### src/rtl/onchip_mem_read_master.sv
// rtl/onchip_mem_read_master.sv - Avalon-MM block read master with skid FIFO stream output
// Fetches cmd_len consecutive words from a fixed-latency slave and streams them out.
module onchip_mem_read_master #(
  parameter int ADDR_W       = 14,
  parameter int DATA_W       = 32,
  parameter int LEN_W        = 15,
  parameter int READ_LATENCY = 1,
  parameter int FIFO_DEPTH   = 4
) (
  input  logic              clk,
  input  logic              reset_n,
  input  logic              cmd_valid,
  output logic              cmd_ready,
  input  logic [ADDR_W-1:0] cmd_addr,
  input  logic [LEN_W-1:0]  cmd_len,
  output logic              busy,
  output logic              done,
  output logic [ADDR_W-1:0] avm_address,
  output logic              avm_chipselect,
  output logic              avm_read,
  output logic [3:0]        avm_byteenable,
  input  logic [DATA_W-1:0] avm_readdata,
  input  logic              avm_waitrequest,
  output logic [DATA_W-1:0] src_data,
  output logic              src_valid,
  input  logic              src_ready,
  output logic              src_last
);

  localparam int PTR_W = (FIFO_DEPTH > 1) ? $clog2(FIFO_DEPTH) : 1;
  localparam int CNT_W = PTR_W + 1;

  typedef enum logic [1:0] {IDLE, ISSUE, DRAIN, DONE} state_t;

  state_t                  state_q, state_d;
  logic [ADDR_W-1:0]       addr_q;
  logic [LEN_W-1:0]        issue_left;
  logic [LEN_W-1:0]        pop_left;
  logic [CNT_W-1:0]        inflight;
  logic [READ_LATENCY-1:0] pipe;
  logic [DATA_W-1:0]       fifo_mem [FIFO_DEPTH];
  logic [PTR_W-1:0]        wr_ptr, rd_ptr;
  logic [CNT_W-1:0]        fifo_count;
  logic [CNT_W:0]          used;
  logic                    has_credit;
  logic                    cmd_fire, accept, push, pop;

  // Words buffered plus words still in the slave pipeline must fit the FIFO.
  assign used       = {1'b0, fifo_count} + {1'b0, inflight};
  assign has_credit = used < (CNT_W+1)'(FIFO_DEPTH);

  assign cmd_ready      = (state_q == IDLE);
  assign busy           = (state_q != IDLE);
  assign done           = (state_q == DONE);
  assign cmd_fire       = cmd_valid && cmd_ready;
  assign avm_read       = (state_q == ISSUE) && has_credit;
  assign avm_chipselect = avm_read;
  assign avm_address    = addr_q;
  assign avm_byteenable = 4'hF;
  assign accept         = avm_read && !avm_waitrequest;
  assign push           = pipe[READ_LATENCY-1];
  assign src_valid      = (fifo_count != '0);
  assign src_data       = fifo_mem[rd_ptr];
  assign src_last       = src_valid && (pop_left == LEN_W'(1));
  assign pop            = src_valid && src_ready;

  always_ff @(posedge clk or negedge reset_n) begin
    if (!reset_n) state_q <= IDLE;
    else          state_q <= state_d;
  end

  // A zero-length command passes through DRAIN, which is trivially satisfied.
  always_comb begin
    state_d = state_q;
    case (state_q)
      IDLE:  if (cmd_fire) state_d = (cmd_len == '0) ? DRAIN : ISSUE;
      ISSUE: if (accept && issue_left == LEN_W'(1)) state_d = DRAIN;
      DRAIN: if (inflight == '0 && pop_left == '0) state_d = DONE;
      DONE:  state_d = IDLE;
      default: state_d = IDLE;
    endcase
  end

  always_ff @(posedge clk or negedge reset_n) begin
    if (!reset_n) begin
      addr_q     <= '0;
      issue_left <= '0;
      pop_left   <= '0;
      inflight   <= '0;
      pipe       <= '0;
    end else begin
      if (cmd_fire) begin
        addr_q     <= cmd_addr;
        issue_left <= cmd_len;
        pop_left   <= cmd_len;
      end else begin
        if (accept) begin
          addr_q     <= addr_q + ADDR_W'(1);
          issue_left <= issue_left - LEN_W'(1);
        end
        if (pop) pop_left <= pop_left - LEN_W'(1);
      end
      if (accept && !push)      inflight <= inflight + CNT_W'(1);
      else if (!accept && push) inflight <= inflight - CNT_W'(1);
      pipe[0] <= accept;
      for (int i = 1; i < READ_LATENCY; i++) pipe[i] <= pipe[i-1];
    end
  end

  always_ff @(posedge clk or negedge reset_n) begin
    if (!reset_n) begin
      wr_ptr     <= '0;
      rd_ptr     <= '0;
      fifo_count <= '0;
    end else begin
      if (push) wr_ptr <= wr_ptr + PTR_W'(1);
      if (pop)  rd_ptr <= rd_ptr + PTR_W'(1);
      if (push && !pop)      fifo_count <= fifo_count + CNT_W'(1);
      else if (!push && pop) fifo_count <= fifo_count - CNT_W'(1);
    end
  end

  // Storage carries no reset; occupancy is governed by the pointers above.
  always_ff @(posedge clk) begin
    if (push) fifo_mem[wr_ptr] <= avm_readdata;
  end

endmodule

### config.mk
export PLATFORM = sky130hd
export DESIGN_NAME = onchip_mem_read_master
export DESIGN_NICKNAME = d
export VERILOG_FILES = /design/src/rtl/onchip_mem_read_master.sv
export SDC_FILE = /design/constraint.sdc
export NUM_CORES = 1
export LEC_CHECK = 0
export ABC_CLOCK_PERIOD_IN_PS = 3100
export BUFFER_PORTS_ARGS = -buffer_cell sky130_fd_sc_hd__buf_2
export CAP_MARGIN = 20
export CORE_ASPECT_RATIO = 1.1
export CORE_UTILIZATION = 33
export CTS_BUF_LIST = sky130_fd_sc_hd__clkbuf_8 sky130_fd_sc_hd__clkbuf_16
export CTS_CLUSTER_SIZE = 28
export DETAILED_ROUTE_END_ITERATION = 16
export SYNTH_ARGS = -nofsm -noshare
export SYNTH_HDL_FRONTEND = slang
export SYNTH_SLANG_ARGS = --single-unit
export TNS_END_PERCENT = 5
### constraint.sdc
create_clock -name clk -period 3.1 [get_ports clk]
set_input_delay 0.155 -clock clk [delete_from_list [all_inputs] [get_ports clk]]
set_output_delay 0.155 -clock clk [all_outputs]
set_load 0.05 [all_outputs]
==> summary.txt, run 1 <==
Worst setup path
  – WP data required: 2.94 ns
  – R2r endpoint: inflight[2]$_DFFE_PN0P_
  – Top Family by Delay on Critical Path: simple AND/OR/NAND/NOR gates
  – Startpoint types: flip-flop
  – CP max FO: 4
  – Critical path class: flip-flop to output port
  – R2R setup slack: 0.40 ns
  – Crit-path slowest cell: or4_1
  – Cell chain of the critical path: or4_1 > nor2_1 > nor4b_4 > and3_2 > buf_2
  – CP bufs+invs: 1
  – Crit-path max cell delay: 0.62 ns
  – FF-to-FF Start: fifo_count[2]$_DFFE_PN0P_
  – Crit path DAT: 2.61 ns
  – Critical Path Sink Type: output port
  – R2R depth: 9

Yosys
  – Synth top area share: 48.5%
  – Syn Area/Cell: 15.5 µm²
  – YS warnings: 0
  – Register area share after synthesis: 66.6%
  – Synth Instances: 512
  – EDFF count, synth: 128
  – Yosys reg bits: 185
  – Predominant post-synthesis flop cell: edfxtp_1
  – Synth unique cells: 51
  – Ys async rst share: 30.8%
  – Synth top area cells: edfxtp_1 49%, dfrtp_1 18%, mux4_2 9.1%, xnor2_1 3.1%, ha_1 2.8%
  – Post-Syn Area: 0.00792 mm²
  – Post-synth top area cell: edfxtp_1

Finish
  – Synth-to-Final Area Change: 25.6%
  – Non-Filler Instances: 1002
  – Diode count: 0
  – NumNets Final: 770
  – Share of cells above drive strength 1: 29.7%

Power
  – Total chip power: 0.00957 W
  – Max VDD drop: 0.634 mV
  – Pleak: 3.65 nW
  – Power per cell area: 962 mW/mm²

Outcome
  – Status: complete, no violations

Floorplan
  – Core area: 0.0236 mm²
  – Top Ports: 123
  – Die X-Extent: 150 µm
  – Die area: 0.0246 mm²
  – Die H: 164 µm
  – Initial Util: 33.5%
  – Num rows: 59

STA
  – Clock skew: 0.00976 ns
  – Total Neg Setup Slack: 0 ns
  – Relative slew slack: 37.9%
  – Worst Tran Pin Value: 0.931 ns
  – Final Critical Period: 2.76 ns
  – Final Hold Vio Count: 0
  – Max Freq: 362 MHz
  – RSZ-0062 raised after global routing: false
  – Hold slack final: 0.0241 ns
  – Finish-stage setup viols: 0
  – Final Max Tran Viols: 0
  – Post-route clock period utilization: 89.1%

Detailed routing
  – Post-DR wirelength/cell: 16.3 µm
  – Via density: 4.80
  – DRT Pass-1 Iters: 4
  – Vias: 4810
  – Routed Antenna Nets: 0
  – DRT Wirelength: 16300 µm
  – Initial DRC count: 274
  – DR DRC count: 0

Clocking
  – CTS resizes: 0
  – CTS Buf Count: 17
  – Worst skew pair latency: 0.43 ns
  – Post-CTS setup buffers: 0
  – Clock-pin slew on the worst setup and hold paths: 0.07 ns
  – Clock root cell: clkbuf_16
  – Longest Clk Path Bufs: 2
  – Clk sink count: 185
  – H-tree Lvls: 4
  – TritonCTS clock tree: done

Global routing
  – Initial antenna violation count: 1
  – GRT Util Overall: 14.0%
  – Overflow after GRT: 0
  – Global-route wire length before repair: 26300 µm
  – Vias in the first global route: 5067
  – Pin count of the biggest net entering global routing: 35

Flow run
  – Max-Cap Viols: 0

Place
  – Dpl hpwl: 10600 µm
  – Gp weighted congestion: 0.839
  – Input/output buffers: 118
  – Placed cells: 921

Worst hold path
  – Hold Path Class: primary input to flip-flop
  – Hold Startpoint: cmd_len[5]
  – Hold Path End: issue_left[5]$_DFFE_PN0P_
  – Hold depth: 3
## power breakdown
part	total, W	leakage (nW)	switching, W	internal (W)
sequential	0.00365	1.81	0.000525	0.00313
clock	0.00219	0.296	0.00104	0.00116
combinational	0.00372	1.54	0.00243	0.00129
total	0.00957	3.65	0.00399	0.00557
## flip-flops by register name, summed over array words and instances, names as in the netlist
register,cells
avm_address,14
fifo_count,3
fifo_mem,128
inflight,3
issue_left,15
pipe,1
pop_left,15
rd_ptr,2
state_q,2
wr_ptr,2
## Yosys cell counts, drive strengths merged (2+ instances only)
library cell / number
a21oi: 28
mux2: 2
and2: 5
nand4: 4
o21ai: 17
o41ai: 2
xnor2: 28
xor2: 21
and4: 3
edfxtp: 128
inv: 19
nand2: 31
nor4: 10
nor3: 11
dfrtp: 57
and3: 2
or4: 2
nor2b: 2
fa: 2
buf: 12
or3: 3
nand3: 8
clkbuf: 11
nor4b: 4
mux4: 32
nand3b: 2
nand2b: 4
ha: 18
or2: 2
nor2: 27
mux2i: 3
## repair_timing
action                                 CTS  global route
endpoints found under the hold margin  173             0
hold buffers                            49             0
setup endpoints to repair                0             0
## tightest hold or removal path: stages
cell	delay, ns
buf_2	0.09
nor2_1	0.06
a21oi_1	0.11
## layout by cell type (no fill, tap or decap), types with 3 or more instances in the layout
master and count:
mux4_2 32, nand2b_1 4, clkbuf_16 17, nor3_1 10, dlygate4sd3_1 49, inv_1 19
nor4_1 8, mux2i_1 3, conb_1 4, xnor2_1 28, and4_1 3, inv_6 4
nand2_1 31, o21ai_0 17, nor4b_1 3, ha_1 18, nand4_1 4, xor2_1 21
inv_8 5, nand3_1 8, edfxtp_1 128, buf_4 5, nor2_1 27, and2_2 4
buf_2 118, a21oi_1 28, dfrtp_1 55
## per-stage QoR
stage	setup WS [ns]	instance area [µm²]	util [%]
finish	0.339	9940	42.1
global route	0.216	9940	42.1
CTS	0.297	9940	42.1
detailed placement	0.446	8850	37.5
global placement	0.550	8850	37.5
floorplan	0.380	7930	-
## layout make-up
type	count	area (µm²)
Timing Repair Buffer	173	1140
Multi-Input combinational cell	288	2480
Inverter	19	71.3
Clock buffer	17	425
Fill cell	2181	13700
Clock inverter	15	175
Tap cell	305	382
Sequential cell	185	5270
## worst max-delay path by stage
stage / from / endpoint / cells after the start
after floorplan: fifo_count[2]$_DFFE_PN0P_ / inflight[2]$_DFFE_PN0P_ / 10
after global placement: fifo_count[2]$_DFFE_PN0P_ / inflight[2]$_DFFE_PN0P_ / 9
after detailed placement: fifo_count[2]$_DFFE_PN0P_ / inflight[2]$_DFFE_PN0P_ / 9
after CTS: pop_left[5]$_DFFE_PN0P_ / src_last / 5
after global routing: pop_left[5]$_DFFE_PN0P_ / src_last / 5
final: pop_left[5]$_DFFE_PN0P_ / src_last / 5
## kinds of logic (layout without fill, tap and decap cells)
logic type                 Yosys count  after routing  share of synthesized area [%]
adders and majority gates           20             20                           3.35
DFF                                185            185                           66.6
muxes                               37             37                           9.76
other                                1              4                         0.0474
and+or+nand+nor                    125            125                           8.74
AOI/OAI and AO/OA                   53             53                           3.79
xor gates and xnor gates            49             49                           5.42
buffers and inverters               42            224                           2.34
## metal layers
metal | part of all wire, % | wire (µm) | track usage (%) | up-vias
met5 | 0.080 | 13 | 0 | -
met4 | 1.0 | 169 | 4.36 | 2
met3 | 4.6 | 751 | 3.29 | 17
met2 | 50 | 8190 | 24.4 | 136
met1 | 44 | 7190 | 17.2 | 2407
li1 | - | - | - | 2248
(Power assumes the default switching activity.)
==> run 2: changes to the inputs <==
--- a/config.mk
+++ b/config.mk
@@ -6,7 +6,7 @@
 export NUM_CORES = 1
 export LEC_CHECK = 0
 export ABC_CLOCK_PERIOD_IN_PS = 3100
-export BUFFER_PORTS_ARGS = -buffer_cell sky130_fd_sc_hd__buf_2
+export BUFFER_PORTS_ARGS = -buffer_cell sky130_fd_sc_hd__clkbuf_2
 export CAP_MARGIN = 20
 export CORE_ASPECT_RATIO = 1.1
 export CORE_UTILIZATION = 33
==> run 2 against run 1 <==
Against the previous run:
- worst setup slack improved by 0.026 ns
- routed wire length is 0.41% lower
- total power grew 0.39%
- clock power is 2% higher
- combinational power barely moved
- critical endpoint unchanged
- global-route usage up 0.098 points
- via count down 0.44%
- first-iteration DRC count down 21%
- cell count stayed put
- register-to-register slack gained 0.02 ns
- flip-flop and latch count did not move
==> summary.txt, run 2 (synthesis gave the netlist of run 1 again) <==
STA
  – Hold slack final: 0.0155 ns (was 0.0241 ns)
  – Final Critical Period: 2.73 ns (was 2.76 ns)
  – Final Hold Vio Count: 0 (unchanged)
  – Relative slew slack: 38.6% (was 37.9%)
  – Total Neg Setup Slack: 0 ns (unchanged)
  – RSZ-0062 raised after global routing: false (unchanged)
  – Worst Tran Pin Value: 0.921 ns (was 0.931 ns)
  – Finish-stage setup viols: 0 (unchanged)
  – Clock skew: 0.00725 ns (was 0.00976 ns)
  – Post-route clock period utilization: 88.2% (was 89.1%)
  – Final Max Tran Viols: 0 (unchanged)
  – Max Freq: 366 MHz (was 362 MHz)

Global routing
  – Overflow after GRT: 0 (unchanged)
  – Initial antenna violation count: 0 (was 1)
  – Global-route wire length before repair: 26400 µm (was 26300 µm)
  – Vias in the first global route: 5119 (was 5067)
  – Pin count of the biggest net entering global routing: 34 (was 35)
  – GRT Util Overall: 14.1% (was 14.0%)

Clocking
  – Longest Clk Path Bufs: 2 (unchanged)
  – H-tree Lvls: 4 (unchanged)
  – TritonCTS clock tree: done (unchanged)
  – Clk sink count: 185 (unchanged)
  – Worst skew pair latency: 0.43 ns (about the same)
  – Clock root cell: clkbuf_16 (unchanged)
  – CTS Buf Count: 17 (unchanged)
  – Post-CTS setup buffers: 0 (unchanged)
  – Clock-pin slew on the worst setup and hold paths: 0.07 ns (about the same)

Finish
  – Commonest non-fill, non-tap cell in the layout: edfxtp_1 (unchanged)
  – Share of cells above drive strength 1: 30.0% (was 29.7%)
  – Synth-to-Final Area Change: 25.7% (was 25.6%)
  – Commonest non-fill, non-tap cells in the layout: 128 x edfxtp_1, 118 x clkbuf_2, 55 x dfrtp_1, 48 x dlygate4sd3_1, 32 x mux4_2 (was 128 x edfxtp_1, 118 x buf_2, 55 x dfrtp_1, 49 x dlygate4sd3_1, 32 x mux4_2)
  – NumNets Final: 770 (unchanged)
  – Reg with most FFs: fifo_mem (unchanged)
  – Non-Filler Instances: 1002 (unchanged)
  – Diode count: 0 (unchanged)
  – Fin util: 42.1% (about the same)
  – Largest register FFs: 128 (unchanged)
  – Largest regs: fifo_mem: 128 flops, issue_left: 15 flops, pop_left: 15 flops (unchanged)
  – Fillers: 2169 (was 2181)
  – Design Area, Final: 0.00995 mm² (was 0.00994 mm²)

Detailed routing
  – DRT Pass-1 Iters: 4 (unchanged)
  – DR WL met3: 887 µm (was 751 µm)
  – DR DRC count: 0 (unchanged)
  – Met2 Wirelength: 8010 µm (was 8190 µm)
  – Initial DRC count: 216 (was 274)
  – Vias: 4789 (was 4810)
  – Post-DR wirelength/cell: 16.2 µm (was 16.3 µm)
  – DR top layer: met4 (was met5)
  – Routed Antenna Nets: 0 (unchanged)
  – DRT Wirelength: 16300 µm (about the same)
  – M1 wire length: 7170 µm (was 7190 µm)
  – Via density: 4.78 (was 4.80)

Power
  – Pleak: 3.67 nW (was 3.65 nW)
  – Max VDD drop: 0.559 mV (was 0.634 mV)
  – Power per cell area: 965 mW/mm² (was 962 mW/mm²)

Place
  – Dpl hpwl: 10900 µm (was 10600 µm)
  – Input/output buffers: 118 (unchanged)
  – Gp weighted congestion: 0.787 (was 0.839)
  – Placed cell area: 0.00886 mm² (was 0.00885 mm²)
  – Placed cells: 922 (was 921)

Floorplan
  – Die X-Extent: 150 µm (unchanged)
  – Top Ports: 123 (unchanged)
  – Num rows: 59 (unchanged)
  – Initial Util: 33.5% (unchanged)
  – Die H: 164 µm (unchanged)
  – Die area: 0.0246 mm² (unchanged)
  – Core area: 0.0236 mm² (unchanged)

Worst setup path
  – Critical path class: flip-flop to output port (unchanged)
  – WP data required: 2.94 ns (about the same)
  – Crit path DAT: 2.58 ns (was 2.61 ns)
  – CP max FO: 4 (unchanged)
  – Critical Path Sink Type: output port (unchanged)
  – R2R depth: 9 (unchanged)
  – Startpoint types: flip-flop (unchanged)

Worst hold path
  – Hold Path Class: primary input to flip-flop (unchanged)
  – Hold depth: 3 (unchanged)

Flow run
  – Max-Cap Viols: 0 (unchanged)

Outcome
  – Status: complete, no violations (unchanged)
==> run 2: power breakdown <==
part | switching [W] | leakage (nW) | total [W] | internal, W
logic | 0.00242 | 1.56 | 0.00370 | 0.00128
clock network | 0.00100 | 0.298 | 0.00223 | 0.00122
registers | 0.000546 | 1.81 | 0.00367 | 0.00313
total | 0.00397 | 3.67 | 0.00960 | 0.00563
==> run 2: worst max-delay path: stages, from the launching register on <==
cell and delay, ns:
dfrtp_1 0.40, or4_1 0.61, nor2_1 0.30, nor4b_4 0.32
and3_2 0.24, clkbuf_2 0.28
==> run 2: layout make-up <==
class | count | area (µm²) | share of cell area [%]
clock buffer | 17 | 425 | 4.27
clock inverter | 15 | 185 | 1.86
inverter | 19 | 71.3 | 0.717
multi-input combinational | 288 | 2480 | 24.9
sequential | 185 | 5270 | 53.0
tap | 305 | 382 | 3.83
timing repair buffer | 173 | 1140 | 11.4
==> run 2: metal layers <==
layer | global-route usage, % | up-vias
li1 | - | 2244
met1 | 18.0 | 2389
met2 | 23.8 | 138
met3 | 3.20 | 18
met4 | 4.41 | 0
met5 | 0 | -
==> run 2: through the flow <==
stage | total power, W | setup WS, ns
4_1_cts | 0.00971 | 0.317
6_report | 0.00960 | 0.366
3_3_place_gp | 0.00730 | 0.554
5_1_grt | 0.0102 | 0.267
2_1_floorplan | 0.00648 | 0.380
3_5_place_dp | 0.00742 | 0.443
==> run 2: repair_timing <==
action / in CTS / in global routing
endpoints found under the hold margin: 171 / 0
hold buffers: 48 / 0
resized for setup: 0 / 0
==> run 2: final timing paths <==
| path | endpoint | slack (ns) | start |
|---|---|---|---|
| worst max-delay path | src_last | 0.37 | pop_left[5]$_DFFE_PN0P_ |
| worst min-delay path | pop_left[4]$_DFFE_PN0P_ | 0.02 | cmd_len[4] |
| worst max register to register | inflight[2]$_DFFE_PN0P_ | 0.42 | fifo_count[2]$_DFFE_PN0P_ |
| worst min register to register | inflight[2]$_DFFE_PN0P_ | 0.51 | inflight[2]$_DFFE_PN0P_ |
| max in group asynchronous | avm_address[6]$_DFFE_PN0P_ | 2.10 | reset_n |
| min in group asynchronous | issue_left[3]$_DFFE_PN0P_ | 0.30 | reset_n |
==> run 3: changes to the inputs <==
--- a/config.mk
+++ b/config.mk
@@ -6,13 +6,13 @@
 export NUM_CORES = 1
 export LEC_CHECK = 0
 export ABC_CLOCK_PERIOD_IN_PS = 3100
-export BUFFER_PORTS_ARGS = -buffer_cell sky130_fd_sc_hd__clkbuf_2
 export CAP_MARGIN = 20
 export CORE_ASPECT_RATIO = 1.1
 export CORE_UTILIZATION = 33
 export CTS_BUF_LIST = sky130_fd_sc_hd__clkbuf_8 sky130_fd_sc_hd__clkbuf_16
 export CTS_CLUSTER_SIZE = 28
 export DETAILED_ROUTE_END_ITERATION = 16
+export DONT_BUFFER_PORTS = 1
 export SYNTH_ARGS = -nofsm -noshare
 export SYNTH_HDL_FRONTEND = slang
 export SYNTH_SLANG_ARGS = --single-unit
==> run 3 against run 2 <==
Against the previous run:
- routed wire length decreased by 2.8%
- register-to-register slack better by 0.02 ns
- critical endpoint is now inflight[2]$_DFFE_PN0P_
- die area unchanged
- flip-flop and latch count is the same
- clock skew is 0.0048 ns higher
- utilization shrank 1.7 points
- global-route usage fell by 0.68 points
- sequential share of layout area grew 2.2 points
- critical path depth grew 4
- cell count is 9.9% lower
==> summary.txt, run 3 (synthesis gave the netlist of run 1 again) <==
Clocking
  – Longest Clk Path Bufs: 2 (unchanged)
  – Clock-pin slew on the worst setup and hold paths: 0.08 ns (was 0.07 ns)
  – H-tree Lvls: 4 (unchanged)
  – Worst skew pair latency: 0.42 ns (was 0.43 ns)
  – CTS Buf Count: 17 (unchanged)
  – Clock root cell: clkbuf_16 (unchanged)
  – TritonCTS clock tree: done (unchanged)
  – Clk sink count: 185 (unchanged)

Floorplan
  – Top Ports: 123 (unchanged)
  – Die X-Extent: 150 µm (unchanged)
  – Die area: 0.0246 mm² (unchanged)
  – Num rows: 59 (unchanged)
  – Die H: 164 µm (unchanged)
  – Core area: 0.0236 mm² (unchanged)
  – Initial Util: 33.5% (unchanged)

Detailed routing
  – Vias: 4439 (was 4789)
  – DR WL met3: 1000 µm (was 887 µm)
  – Initial DRC count: 201 (was 216)
  – M1 wire length: 6600 µm (was 7170 µm)
  – Routed Antenna Nets: 0 (unchanged)
  – DRT Wirelength: 15800 µm (was 16300 µm)
  – Via density: 4.92 (was 4.78)
  – DR DRC count: 0 (unchanged)
  – Met2 Wirelength: 8020 µm (was 8010 µm)
  – Post-DR wirelength/cell: 17.5 µm (was 16.2 µm)
  – DRT Pass-1 Iters: 4 (unchanged)
  – DR top layer: met4 (unchanged)

Finish
  – Non-Filler Instances: 903 (was 1002)
  – Commonest non-fill, non-tap cells in the layout: 128 x edfxtp_1, 64 x dlygate4sd3_1, 55 x dfrtp_1, 32 x mux4_2, 31 x nand2_1 (was 128 x edfxtp_1, 118 x clkbuf_2, 55 x dfrtp_1, 48 x dlygate4sd3_1, 32 x mux4_2)
  – Multi-input gate area: 0.00248 mm² (about the same)
  – NumNets Final: 671 (was 770)
  – Synth-to-Final Area Change: 20.6% (was 25.7%)
  – Largest register FFs: 128 (unchanged)
  – Fillers: 2193 (was 2169)
  – Largest regs: fifo_mem: 128 flops, issue_left: 15 flops, pop_left: 15 flops (unchanged)
  – Commonest non-fill, non-tap cell in the layout: edfxtp_1 (unchanged)
  – Reg with most FFs: fifo_mem (unchanged)
  – FF+latch area: 0.00527 mm² (unchanged)
  – Diode count: 0 (unchanged)
  – Share of cells above drive strength 1: 15.9% (was 30.0%)
  – Design Area, Final: 0.00955 mm² (was 0.00995 mm²)

STA
  – Final Critical Period: 2.66 ns (was 2.73 ns)
  – Worst Tran Pin Value: 0.926 ns (was 0.921 ns)
  – Max Freq: 376 MHz (was 366 MHz)
  – Setup ws final: 0.443 ns (was 0.366 ns)
  – Total Neg Setup Slack: 0 ns (unchanged)
  – Post-route clock period utilization: 85.7% (was 88.2%)
  – Relative slew slack: 38.3% (was 38.6%)
  – Finish-stage setup viols: 0 (unchanged)
  – Final Hold Vio Count: 0 (unchanged)
  – Final Max Tran Viols: 0 (unchanged)
  – RSZ-0062 raised after global routing: false (unchanged)
  – Clock skew: 0.0121 ns (was 0.00725 ns)

Worst setup path
  – Crit path DAT: 3.01 ns (was 2.58 ns)
  – Critical path class: flip-flop to flip-flop (was flip-flop to output port)
  – Critical Path Sink Type: flip-flop (was output port)
  – Crit. Startpoint: fifo_count[2]$_DFFE_PN0P_ (was pop_left[5]$_DFFE_PN0P_)
  – Startpoint types: flip-flop (unchanged)
  – Setup crit end: inflight[2]$_DFFE_PN0P_ (was src_last)
  – R2R depth: 9 (unchanged)
  – CP max FO: 5 (was 4)
  – R2r endpoint: inflight[2]$_DFFE_PN0P_ (unchanged)
  – Crit-path slowest cell: or4b_1 (was or4_1)
  – FF-to-FF Start: fifo_count[2]$_DFFE_PN0P_ (unchanged)
  – WP data required: 3.45 ns (was 2.94 ns)
  – Cell chain of the critical path: ha_1 > or4b_1 > nor3_2 > ha_1 > inv_1 > fa_1 > xor2_1 > nor2_1 > xor2_1 (was or4_1 > nor2_1 > nor4b_4 > and3_2 > clkbuf_2)
  – R2R setup slack: 0.44 ns (was 0.42 ns)
  – Crit-path max cell delay: 0.54 ns (was 0.61 ns)

Outcome
  – Status: complete, no violations (unchanged)

Global routing
  – Global-route wire length before repair: 25100 µm (was 26400 µm)
  – Vias in the first global route: 4877 (was 5119)
  – Overflow after GRT: 0 (unchanged)
  – Pin count of the biggest net entering global routing: 58 (was 34)
  – Initial antenna violation count: 0 (unchanged)
  – GRT Util Overall: 13.5% (was 14.1%)

Place
  – Placed cells: 806 (was 922)
  – Pre-CTS WS: 0.427 ns (was 0.443 ns)
  – Placed cell area: 0.00829 mm² (was 0.00886 mm²)
  – Dpl hpwl: 10300 µm (was 10900 µm)
  – Input/output buffers: 0 (was 118)
  – Gp weighted congestion: 0.790 (was 0.787)

Worst hold path
  – Hold Startpoint: cmd_valid (was cmd_len[4])
  – Hold Path Class: primary input to flip-flop (unchanged)

Power
  – Comb power frac: 34.0% (was 38.6%)
  – Pleak: 3.25 nW (was 3.67 nW)
  – Max VDD drop: 0.557 mV (was 0.559 mV)
  – Internal Power: 0.00530 W (was 0.00563 W)
  – Power per cell area: 966 mW/mm² (was 965 mW/mm²)
  – Sw Pwr: 0.00392 W (was 0.00397 W)
  – Sw Ratio: 42.5% (was 41.3%)
  – Clock power share: 23.2% (about the same)
  – Part of the power in registers: 42.8% (was 38.3%)

Flow run
  – Max-Cap Viols: 0 (unchanged)
## run 3: cell count changes in the layout (fill, tap and decap cells not counted), sizes merged
cell,delta
clkinvlp,+1
bufinv,-2
dlygate4sd3,+16
buf,+3
clkbuf,-118
inv,+2
clkinv,-1
## run 3: worst max-delay path: cells and delay by family, from the launching register on
kind                     cells  cell delay (ns)
AND/OR/NAND/NOR              3             0.87
flip-flops                   1             0.44
XOR/XNOR                     2             0.33
buffers and inverters        1             0.06
adder cells (fa/ha/maj)      3             0.89
## run 3: what timing repair did
item                       in CTS  in global routing
gates resized for setup         0                  0
hold endpoints to repair      232                  0
setup endpoints to repair       0                  0
hold buffers                   65                  0
setup buffers                   0                  0
## run 3: worst min-delay path by stage
stage,to,cells after the start,slack (ns)
2_1_floorplan,avm_address[0]$_DFFE_PN0P_,0,-0.14
3_3_place_gp,issue_left[6]$_DFFE_PN0P_,0,-0.14
3_5_place_dp,issue_left[4]$_DFFE_PN0P_,0,-0.14
4_1_cts,pop_left[1]$_DFFE_PN0P_,2,0.02
5_1_grt,pop_left[1]$_DFFE_PN0P_,2,0.04
6_report,pop_left[1]$_DFFE_PN0P_,2,0.05
## run 3: layout make-up
type,instances,area share (%)
Sequential cell,185,55.2
Multi-Input combinational cell,288,26.0
Timing Repair Buffer,74,7.84
Clock buffer,17,4.46
Tap cell,305,4.00
Clock inverter,15,1.74
Inverter,19,0.747
## run 3: power groups by stage
stage          Combinational, W  Clock, W  Sequential [W]
6_report                0.00314   0.00214         0.00395
5_1_grt                 0.00341   0.00229         0.00402
4_1_cts                 0.00318   0.00219         0.00395
3_5_place_dp            0.00307         0         0.00401
3_3_place_gp            0.00299         0         0.00396
2_1_floorplan           0.00267         0         0.00381
## run 3: per-layer routing
metal	vias up	global-route usage [%]
li1	2048	-
met4	0	3.99
met1	2240	15.7
met2	139	23.9
met3	12	3.70
met5	-	0
## run 3: metrics by stage
step	total power [W]	hold WS, ns	util [%]
after floorplan	0.00648	-0.141	-
after global routing	0.00972	0.0402	40.4
after detailed placement	0.00708	-0.139	35.1
after CTS	0.00933	0.0203	40.4
final	0.00922	0.0471	40.4
after global placement	0.00695	-0.139	35.1
